[src/rtl/debug_cmd_pkg.sv]
// Shared constants and state encodings for the debug UART command receiver.
// DEBUG_CMD_CHECKSUM_EN selects the 4-byte frame with a trailing checksum byte.
package debug_cmd_pkg;

   localparam logic [7:0] SYNC_BYTE = 8'hA5;
   localparam logic [7:0] CMD_HALT  = 8'h01;
   localparam logic [7:0] CMD_STEP  = 8'h02;
   localparam logic [7:0] CMD_RESET = 8'h03;
   localparam logic [7:0] CMD_DUMP  = 8'h04;

   typedef enum logic [1:0] {B_IDLE, B_START, B_DATA, B_STOP} byte_state_t;

`ifdef DEBUG_CMD_CHECKSUM_EN
   typedef enum logic [1:0] {P_SYNC, P_CMD, P_ARG, P_CHK} parse_state_t;
`else
   typedef enum logic [1:0] {P_SYNC, P_CMD, P_ARG} parse_state_t;
`endif

   function automatic logic cmd_known(input logic [7:0] c);
      return (c >= CMD_HALT) && (c <= CMD_DUMP);
   endfunction

endpackage

[src/rtl/uart_rx_byte.sv]
// 8N1 byte receiver: 2-flop synchronizer, falling-edge start detect, mid-bit sampling.
module uart_rx_byte
   import debug_cmd_pkg::*;
#(
   parameter int unsigned CLKS_PER_BIT = 104
) (
   input  logic       clk,
   input  logic       rst,
   input  logic       rx,
   output logic       byte_valid,
   output logic [7:0] byte_data,
   output logic       stop_err
);

   localparam int unsigned CW = $clog2(CLKS_PER_BIT);
   localparam logic [CW-1:0] HALF = CW'(CLKS_PER_BIT / 2);
   localparam logic [CW-1:0] LAST = CW'(CLKS_PER_BIT - 1);

   logic rx_meta, rx_sync, rx_prev;
   logic fall;

   byte_state_t   state, state_n;
   logic [CW-1:0] cnt, cnt_n;
   logic [2:0]    bit_idx, bit_n;
   logic [7:0]    shreg, sh_n;
   logic          valid_n, err_n;

   always_ff @(posedge clk or posedge rst) begin
      if (rst) begin
         rx_meta <= 1'b1;
         rx_sync <= 1'b1;
         rx_prev <= 1'b1;
      end else begin
         rx_meta <= rx;
         rx_sync <= rx_meta;
         rx_prev <= rx_sync;
      end
   end

   assign fall = rx_prev & ~rx_sync;

   always_comb begin
      state_n = state;
      cnt_n   = cnt + 1'b1;
      bit_n   = bit_idx;
      sh_n    = shreg;
      valid_n = 1'b0;
      err_n   = 1'b0;
      case (state)
         B_IDLE: begin
            cnt_n = '0;
            if (fall) state_n = B_START;
         end
         B_START: begin
            // a start bit that is high again at mid-bit was a glitch
            if (cnt == HALF) begin
               cnt_n   = '0;
               bit_n   = '0;
               state_n = rx_sync ? B_IDLE : B_DATA;
            end
         end
         B_DATA: begin
            if (cnt == LAST) begin
               cnt_n = '0;
               sh_n  = {rx_sync, shreg[7:1]};
               bit_n = bit_idx + 3'd1;
               if (bit_idx == 3'd7) state_n = B_STOP;
            end
         end
         B_STOP: begin
            if (cnt == LAST) begin
               cnt_n   = '0;
               state_n = B_IDLE;
               if (rx_sync) valid_n = 1'b1;
               else         err_n   = 1'b1;
            end
         end
         default: state_n = B_IDLE;
      endcase
   end

   always_ff @(posedge clk or posedge rst) begin
      if (rst) begin
         state      <= B_IDLE;
         cnt        <= '0;
         bit_idx    <= '0;
         shreg      <= '0;
         byte_valid <= 1'b0;
         stop_err   <= 1'b0;
         byte_data  <= '0;
      end else begin
         state      <= state_n;
         cnt        <= cnt_n;
         bit_idx    <= bit_n;
         shreg      <= sh_n;
         byte_valid <= valid_n;
         stop_err   <= err_n;
         if (valid_n) byte_data <= shreg;
      end
   end

endmodule

[src/rtl/debug_cmd_rx.sv]
// Debug UART command receiver: frame parser, inter-byte timeout and command pulses.
// DEBUG_CMD_CHECKSUM_EN adds the CHK byte and its verification.
module debug_cmd_rx
   import debug_cmd_pkg::*;
#(
   parameter int unsigned CLKS_PER_BIT = 104,
   parameter int unsigned TIMEOUT_BITS = 20
) (
   input  logic       clk,
   input  logic       rst,
   input  logic       rx,
   output logic       byte_valid,
   output logic [7:0] byte_data,
   output logic       halt_toggle,
   output logic       step_req,
   output logic [7:0] step_count,
   output logic       core_rst_req,
   output logic       dump_req,
   output logic       frame_err
);

   localparam int unsigned LIMIT = TIMEOUT_BITS * CLKS_PER_BIT;
   localparam int unsigned TW    = $clog2(LIMIT);

   logic          stop_err;
   logic [TW-1:0] tmr;
   logic          timeout;

   parse_state_t pstate, pstate_n;
   logic [7:0]   cmd_q, cmd_n, sc_n, dec_arg;
   logic         dec_en, dec_ok;
   logic         halt_n, step_n, crst_n, dump_n, err_n;
`ifdef DEBUG_CMD_CHECKSUM_EN
   logic [7:0]   arg_q, arg_n;
`endif

   uart_rx_byte #(.CLKS_PER_BIT(CLKS_PER_BIT)) u_rx (
      .clk        (clk),
      .rst        (rst),
      .rx         (rx),
      .byte_valid (byte_valid),
      .byte_data  (byte_data),
      .stop_err   (stop_err)
   );

   // counts cycles since the last accepted byte while a frame is open
   always_ff @(posedge clk or posedge rst) begin
      if (rst)                               tmr <= '0;
      else if (pstate == P_SYNC || byte_valid) tmr <= '0;
      else                                   tmr <= tmr + 1'b1;
   end

   assign timeout = (pstate != P_SYNC) && !byte_valid && (tmr == TW'(LIMIT - 1));

   always_comb begin
      pstate_n = pstate;
      cmd_n    = cmd_q;
      sc_n     = step_count;
      halt_n   = 1'b0;
      step_n   = 1'b0;
      crst_n   = 1'b0;
      dump_n   = 1'b0;
      err_n    = 1'b0;
      dec_en   = 1'b0;
      dec_ok   = 1'b0;
      dec_arg  = byte_data;
`ifdef DEBUG_CMD_CHECKSUM_EN
      arg_n    = arg_q;
`endif
      if (stop_err || timeout) begin
         err_n    = 1'b1;
         pstate_n = P_SYNC;
      end else if (byte_valid) begin
         case (pstate)
            P_SYNC: if (byte_data == SYNC_BYTE) pstate_n = P_CMD;
            P_CMD: begin
               cmd_n    = byte_data;
               pstate_n = P_ARG;
            end
`ifdef DEBUG_CMD_CHECKSUM_EN
            P_ARG: begin
               arg_n    = byte_data;
               pstate_n = P_CHK;
            end
            P_CHK: begin
               dec_en   = 1'b1;
               dec_arg  = arg_q;
               dec_ok   = (byte_data == (cmd_q ^ arg_q ^ SYNC_BYTE));
               pstate_n = P_SYNC;
            end
`else
            P_ARG: begin
               dec_en   = 1'b1;
               dec_ok   = 1'b1;
               pstate_n = P_SYNC;
            end
`endif
            default: pstate_n = P_SYNC;
         endcase
      end
      if (dec_en) begin
         if (dec_ok && cmd_known(cmd_q)) begin
            case (cmd_q)
               CMD_HALT:  halt_n = 1'b1;
               CMD_STEP: begin
                  step_n = 1'b1;
                  sc_n   = dec_arg;
               end
               CMD_RESET: crst_n = 1'b1;
               CMD_DUMP:  dump_n = 1'b1;
               default:   err_n  = 1'b1;
            endcase
         end else begin
            err_n = 1'b1;
         end
      end
   end

   always_ff @(posedge clk or posedge rst) begin
      if (rst) begin
         pstate       <= P_SYNC;
         cmd_q        <= '0;
         step_count   <= '0;
         halt_toggle  <= 1'b0;
         step_req     <= 1'b0;
         core_rst_req <= 1'b0;
         dump_req     <= 1'b0;
         frame_err    <= 1'b0;
`ifdef DEBUG_CMD_CHECKSUM_EN
         arg_q        <= '0;
`endif
      end else begin
         pstate       <= pstate_n;
         cmd_q        <= cmd_n;
         step_count   <= sc_n;
         halt_toggle  <= halt_n;
         step_req     <= step_n;
         core_rst_req <= crst_n;
         dump_req     <= dump_n;
         frame_err    <= err_n;
`ifdef DEBUG_CMD_CHECKSUM_EN
         arg_q        <= arg_n;
`endif
      end
   end

endmodule
[config.mk]
export PLATFORM = sky130hd
export DESIGN_NAME = debug_cmd_rx
export DESIGN_NICKNAME = d
export VERILOG_FILES = /design/src/rtl/debug_cmd_pkg.sv /design/src/rtl/uart_rx_byte.sv /design/src/rtl/debug_cmd_rx.sv
export SDC_FILE = /design/constraint.sdc
export NUM_CORES = 1
export LEC_CHECK = 0
export BUFFER_PORTS_ARGS = -buffer_cell sky130_fd_sc_hd__buf_4
export CAP_MARGIN = 5
export CORE_MARGIN = 2
export CORE_UTILIZATION = 55
export CTS_CLUSTER_SIZE = 20
export DETAILED_ROUTE_END_ITERATION = 10
export PLACE_DENSITY = 0.74
export SLEW_MARGIN = 20
export SYNTH_ARGS = -nofsm -noshare
export SYNTH_HDL_FRONTEND = slang
export SYNTH_SLANG_ARGS = --single-unit
[constraint.sdc]
create_clock -name clk -period 3 [get_ports clk]
set_clock_uncertainty 0.1 [all_clocks]
set_input_delay 0.15 -clock clk [delete_from_list [all_inputs] [get_ports clk]]
set_output_delay 0.15 -clock clk [all_outputs]
set_load 0.005 [all_outputs]
Word-level counts from Yosys, hierarchy flattened. Cells that the tools add are included.

Register bits: 68. Output and inout bits: 22.

Add/sub/neg operators: 3. Magnitude comparators: 2. Equal/unequal tests: 20. Mux-type cells: 43. Bitwise gates (word level): 3. Reduce and logical (&&, ||, !) cells: 20.

Operators by type and width (count): 1-bit 2-to-1 mux (25); 7-bit one-hot mux with 3 select lines (1); 2-bit 2-to-1 mux (9); 8-bit by 2-bit equality test with 1-bit output (second input constant) (2); 7-bit 2-to-1 mux (2); 12-bit by 1-bit adder with 12-bit output (second input constant) (1); 12-bit equality test (second input constant) (1); 12-bit 2-to-1 mux (1); 2-bit by 1-bit != test with 1-bit output (second input constant) (5); 3-bit AND reduction (3); 8-bit by 1-bit equality test with 1-bit output (second input constant) (1); 8-bit by 3-bit equality test with 1-bit output (second input constant) (1); 8-bit equality test (second input constant) (1); 8-bit by 1-bit greater-or-equal comparator with 1-bit output (second input constant) (1); 8-bit by 3-bit <= comparator with 1-bit output (second input constant) (1); 2-bit one-hot mux with 4 select lines (1); 7-bit by 1-bit adder with 7-bit output (second input constant) (1); 7-bit by 6-bit equality test with 1-bit output (second input constant) (1); 7-bit equality test (second input constant) (1); 2-bit equality test (second input constant) (3); 3-bit 2-to-1 mux (2); 3-bit one-hot mux with 2 select lines (1); 2-bit nonzero test (3); 5-bit AND reduction (1); other kinds (14) (22).

Depth between registers and ports, before layout. Gate-level depths: netlist of run 1.

Word-level depth: 8. Gate-level depth with buffers: 6. Depth with buffers taken out: 6.

Modules after synthesis. From an unflattened synthesis of run 1, not the netlist that was laid out.

Cell total of the unflattened synthesis: 235. Area, all modules: 2981.6 µm².

Modules (own cells, without submodules): debug_cmd_rx (instances 1, cells an instance 127, area each 1557.7 µm², seq. area each 875.8 µm²); uart_rx_byte (instances 1, cells an instance 108, area each 1423.9 µm², seq. area each 829.5 µm²).

Least setup slack after synthesis of run 1. OpenSTA, ideal clock, no wires.

Path kind: register -> register. Start point: register cmd_q[6]. End point: register step_count[0]. Setup time: 0.125 ns. Arrival: 2.051 ns. Data required time: 2.775 ns. Path slack: 0.724 ns. Cell stages (with the launch flop): 5. Path buffers: 0. Period minus slack after synthesis: 2.276 ns. Cell sequence: dfrtp_1 -> or4_4 -> or3_4 -> nor4_4 -> mux2_2.

Longest elaborated chain between the ends: 4.

RTL lines: start, declared (RTL line debug_cmd_rx.sv:30) `logic [7:0] cmd_q, cmd_n, sc_n, dec_arg;`; start signal, assigned (RTL line debug_cmd_rx.sv:134) `cmd_q <= cmd_n;`; 8-bit by 1-bit greater-or-equal comparator with 1-bit output / 8-bit by 3-bit <= comparator with 1-bit output (equally long branches) (RTL line debug_cmd_pkg.sv:20) `return (c >= CMD_HALT) && (c <= CMD_DUMP);`; 1-bit logical AND (RTL line debug_cmd_pkg.sv:20); 1-bit logical AND (RTL line debug_cmd_rx.sv:102) `if (dec_ok && cmd_known(cmd_q)) begin`; 3-bit AND reduction (no line) (*); end signal, assigned (RTL line debug_cmd_rx.sv:135) `step_count <= sc_n;`; end, declared (RTL line debug_cmd_rx.sv:16) `output logic [7:0] step_count,`.

Mark *: on every way between the ends. The rest lies on a longest branch, timed or not. A chain may end at the register's enable or synchronous reset.

Worst setup path in the final report of run 1.
Start point: register cmd_q[6]. End point: register step_count[2].

The elaborated chain is that of the path after synthesis.

==> run metrics, run 1 <==
crit path capture type flip-flop; busiest grt layer met2; Hold Violations, Final 0; CTS buffer count 9; P per Cell Area 576 mW/mm2; Leak 1.63 nW; Final nets 287; routing usage on met2 0.297; # rows 26; R2R Setup Slk 550 ps; register area share after synthesis 0.581; CTS Hold Bufs 2; Netlist cell types 36; VDD IR max 0.000392 V; initial antenna violation count 0; status completed; Slew headroom 0.523; final worst-path cycle share 0.818; #FFs+latches synth 68; antenna-violating nets left 0; placed cell areas 0.00322 mm2; post-DP HPWL 3500 um; syn avg cell area 12.4 um2; largest family of logic cells by synthesized area simple AND/OR/NAND/NOR gates; GR Util All Layers 0.196; clock latency at the later pin of the worst-skew pair 340 ps; post-cts sizing count 0; most frequent cells in the layout 65 x dfrtp_1, 33 x mux2_2, 28 x buf_4; Overflow after GRT 0; utilization after layout 0.665; Clock Sinks 68; Startpoint Class flip-flop; met3 Resource Use GR 0.0576; # Post-CTS Setup Buffers 0; die footprint 0.00594 mm2; Die Height 77.0 um; max frequency 407 MHz; prevailing post-synth register cell dfrtp_1; Mapped Area 0.00293 mm2; multiplexer area fraction after synthesis 0.137; GP Congestion 0.795; Die W 77.0 um; Pre-Repair DR Iteration Count 4; post-layout instance area 0.00342 mm2; Ports 25; # H-tree levels 3; routed length per placed instance 14.5 um; Max-Cap Viols 0; final worst slack 546 ps; Crit Path Category flip-flop to flip-flop; Arrival @ worst endpoint 2590 ps; worst slew pin tran 713 ps; adder-cell share of the synthesized area 0.0384; Req. time, crit path 3130 ps; syn nets 248; share of cells above drive strength 1 0.304; EDFF count, synth 0; async set-reset flop share out of synthesis 1.00; RR Endpoint step_count[2]; clk buf depth 2; DRT iter0 DRCs 86; TritonCTS clock tree yes; RSZ-0062 raised after global routing no; Mapped Cells 236; Core Footprint 0.00514 mm2; routed wire length 5070 um; fin crit period 2450 ps; fin. max-slew vios 0; first-pass GRT wire length 8960 um; Place WS 532 ps; antenna fix cells 0; Fillers 428; IO Port Bufs 24; Reg clk slew, reported paths 80 ps; setup TNS 0 ps; DRC errors left 0; Synth Area in Compound Gates 0.0333; Via-to-Cell Ratio 5.30; largest net degree at the start of global routing 35; Worst Hold Class primary input to asynchronous set/reset pin; R2R depth 4; most common cell after layout, fill and taps aside dfrtp_1; via count 1,856; M1 GR Usage 0.260; Yosys warnings 0; XOR/XNOR Fraction of Synth Area 0.0478; Initial Util 0.571; Synth Area in Simple Gates 0.143; synthesis-to-layout area growth 16.5%; CP Max Fanout 9; R2R Path Start cmd_q[6]; number of global-route vias before repair 1,887; root buffer cell clkbuf_8; Hold Slack 202 ps; # setup viols final 0
worst max path at each step:
stage | endpoint | startpoint | cells past startpoint
floorplan | step_count[0] | cmd_q[6] | 4
global placement | step_count[6] | cmd_q[6] | 4
detailed placement | step_count[2] | cmd_q[6] | 4
CTS | step_count[4] | cmd_q[6] | 4
global route | step_count[2] | cmd_q[6] | 4
finish | step_count[2] | cmd_q[6] | 4
critical path, stage by stage (launching register included):
cell     delay (ps)
dfrtp_1         380
or4_4           540
or3_4           380
nor4_4          550
mux2_2          400
flip-flops by register name, summed over array words and instances, names as in the netlist, 2 cells and up, named ones only:
register,cells
cmd_q,8
pstate,2
step_count,8
tmr,12
u_rx.bit_idx,3
u_rx.byte_data,8
u_rx.cnt,7
u_rx.shreg,8
through the flow:
stage               total power [W]  std cells
floorplan                   0.00123        236
CTS                         0.00199        350
finish                      0.00197        350
global placement            0.00131        332
global route                0.00208        350
detailed placement          0.00132        332
area by class of cell:
type / instances / area [um2] / share of cell area
well taps: 70 / 87.6 / 0.0256
flip-flops and latches: 68 / 1710 / 0.499
repair buffers: 30 / 230 / 0.0673
inverters: 13 / 48.8 / 0.0143
clock buffers: 9 / 124 / 0.0362
multi-input cells: 153 / 1170 / 0.343
clock inverters: 7 / 51.3 / 0.0150
layer usage:
| layer | vias up | routed length (um) |
|---|---|---|
| li1 | 903 | - |
| met1 | 921 | 2440 |
| met2 | 23 | 2390 |
| met3 | 9 | 148 |
| met4 | 0 | 88 |
| met5 | - | 0 |
logic make-up (layout without fill, tap and decap cells):
kind of cell,count (synthesis),after routing
and+or+nand+nor,79,79
xor gates and xnor gates,16,16
DFF,68,68
adders and majority gates,9,9
buffers and inverters,15,59
muxes,36,36
AOI/OAI and AO/OA,13,13
synth_stat cells (all sizes together), types with 2 or more instances:
cell,number,share of area
ha,9,0.038
nand2b,5,0.011
nor4,5,0.016
dfstp,3,0.027
nand2,13,0.017
clkbuf,2,0.0026
or4,2,0.0064
mux2i,3,0.010
xnor2,9,0.027
o21bai,2,0.0051
nand3b,2,0.0051
inv,13,0.017
nor4b,2,0.0060
xor2,7,0.021
nand3,8,0.014
nor3,5,0.0085
nand4,4,0.0085
o41ai,3,0.0090
nor2,27,0.035
or3,2,0.0060
a21oi,2,0.0034
dfrtp,65,0.55
mux2,33,0.13
where the power goes:
group | internal [W] | leakage (nW) | switching [W]
Combinational | 0.000133 | 0.614 | 0.000183
Clock | 0.000302 | 0.0856 | 0.000365
Sequential | 0.000955 | 0.936 | 0.0000312
Note: power is estimated with default switching activity, not from simulation.
==> run 2: changes to the inputs <==
CORE_UTILIZATION = 53   (was 55)
PLACE_DENSITY = 0.75   (was 0.74)
clock period = 2.2 ns   (was 3 ns; I/O delays follow)
==> run 2 against run 1 <==
  * Combinational power grew 38%
  * Hold slack improved by 51 ps
  * Final cell count is 1.1% higher
  * Die area increased by 3.6%
  * Largest power group unchanged
  * Setup slack worse by 530 ps
  * Critical endpoint unchanged
  * Sequential cell count is the same
  * Non-clock buffer count increased by 2
  * Via count up 0.22%
  * Power is 43% higher
  * First-iteration DRC count up 36%
  * Clock power grew 54%
  * Core utilization decreased by 2.4 points
==> run metrics, run 2 (synthesized netlist as in run 1, its figures left out) <==
# Post-CTS Setup Buffers 0; DRC errors left 0; Initial Util 0.539; TritonCTS clock tree yes; # H-tree levels 3; R2R Path Start cmd_q[6]; # rows 27; CP Max Fanout 9; first-pass GRT wire length 8790 um; GR Util All Layers 0.190; area of the multi-input gates 0.00118 mm2; Crit Path Category flip-flop to flip-flop; routed length per placed instance 14.3 um; Die Height 78.4 um; RSZ-0062 raised after global routing yes; CP bufs+invs 1; crit-path cells or4_4 -> or3_4 -> nor4_4 -> buf_6 -> mux2_2; Reg clk slew, reported paths 80 ps; GP Congestion 0.833; root buffer cell clkbuf_8; synthesis-to-layout area growth 18.8%; post-layout instance area 0.00349 mm2; IO Port Bufs 24; most common cell after layout, fill and taps aside dfrtp_1; Req. time, crit path 2340 ps; antenna-violating nets left 0; placed cell areas 0.00325 mm2; largest register by flop count tmr; # setup viols final 0; Clock Sinks 68; initial antenna violation count 0; die footprint 0.00615 mm2; fin cells 354; worst slew pin tran 595 ps; Startpoint Class flip-flop; max frequency 457 MHz; Reg area 0.00171 mm2; Pre-Repair DR Iteration Count 4; Slew headroom 0.598; Hold Violations, Final 0; routed wire length 5080 um; clock latency at the later pin of the worst-skew pair 350 ps; Hold Slack 253 ps; Max-Cap Viols 0; fin crit period 2190 ps; post-DP HPWL 3410 um; number of flip-flops in the largest register 12; via count 1,860; Top delay family on crit path simple AND/OR/NAND/NOR gates; Leak 1.66 nW; Fillers 421; Core Footprint 0.00544 mm2; CP Launch Point cmd_q[6]; DRT iter0 DRCs 117; Ports 25; final worst-path cycle share 0.994; Arrival @ worst endpoint 2330 ps; Overflow after GRT 0; Final nets 289; antenna fix cells 0; number of global-route vias before repair 1,876; placed cells 336; VDD IR max 0.000594 V; P per Cell Area 807 mW/mm2; status completed; most frequent cells in the layout 65 x dfrtp_1, 32 x mux2_2, 28 x buf_4; fin. max-slew vios 0; Worst Hold Class primary input to asynchronous set/reset pin; Die W 78.4 um; crit path capture type flip-flop; share of cells above drive strength 1 0.312; Via-to-Cell Ratio 5.25; largest net degree at the start of global routing 46; CTS buffer count 9; clk buf depth 2; Final Total Pwr 0.00281 W; CP max stage cell or4_4; slowest stage delay, CP 540 ps
## run 2: cell count changes in the layout (fill, tap and decap cells not counted), sizes merged
cell,delta
clkinv,-3
buf,+2
bufinv,+1
clkinvlp,+1
inv,+1
## run 2: worst paths after layout
path / endpoint / slack, ps / depth (start not counted)
worst max-delay path: step_count[2] / 10 / 5
worst min-delay path: tmr[5] / 250 / 3
worst max register to register: step_count[2] / 10 / 5
worst min register to register: u_rx.rx_sync / 260 / 0
max in group asynchronous: u_rx.rx_meta / 1090 / 4
min in group clk: u_rx.rx_sync / 260 / 0
## run 2: routing by layer
layer	part of all wire	wire length, um	vias up	global-route usage
li1	-	-	902	-
met1	0.47	2390	924	0.255
met2	0.48	2450	26	0.284
met3	0.032	163	8	0.0563
met4	0.015	74	0	0.0895
met5	0	0	-	0
## run 2: final cells by class
cell class,count,share of cell area
flip-flops and latches,68,0.489
repair buffers,32,0.0750
multi-input cells,153,0.339
well taps,72,0.0258
inverters,13,0.0140
clock buffers,9,0.0355
clock inverters,7,0.0215
## run 2: timing repair
item / in CTS / in global routing
setup endpoints to repair: 1 / 16
hold buffers: 2 / 0
resized for setup: 1 / 2
endpoints found under the hold margin: 24 / 0
## run 2: worst register-to-register path: stages (launching register included)
cell	delay [ps]
dfrtp_1	390
or4_4	540
or3_4	380
nor4_4	150
buf_6	180
mux2_2	340
## run 2: metrics by stage
step | TNS [ps] | setup slack [ps] | util
2_1_floorplan | -12.4 | -1.55 | -
3_3_place_gp | 0 | 49.6 | 0.598
3_5_place_dp | 0 | 3.75 | 0.598
4_1_cts | 0 | 13.6 | 0.639
5_1_grt | -520 | -74.6 | 0.641
6_report | 0 | 12.2 | 0.641
## run 2: where the power goes
part / internal, W / switching (W) / leakage [nW]
logic: 0.000183 / 0.000253 / 0.631
registers: 0.00130 / 0.0000435 / 0.936
clock network: 0.000528 / 0.000505 / 0.0923
total: 0.00201 / 0.000801 / 1.66
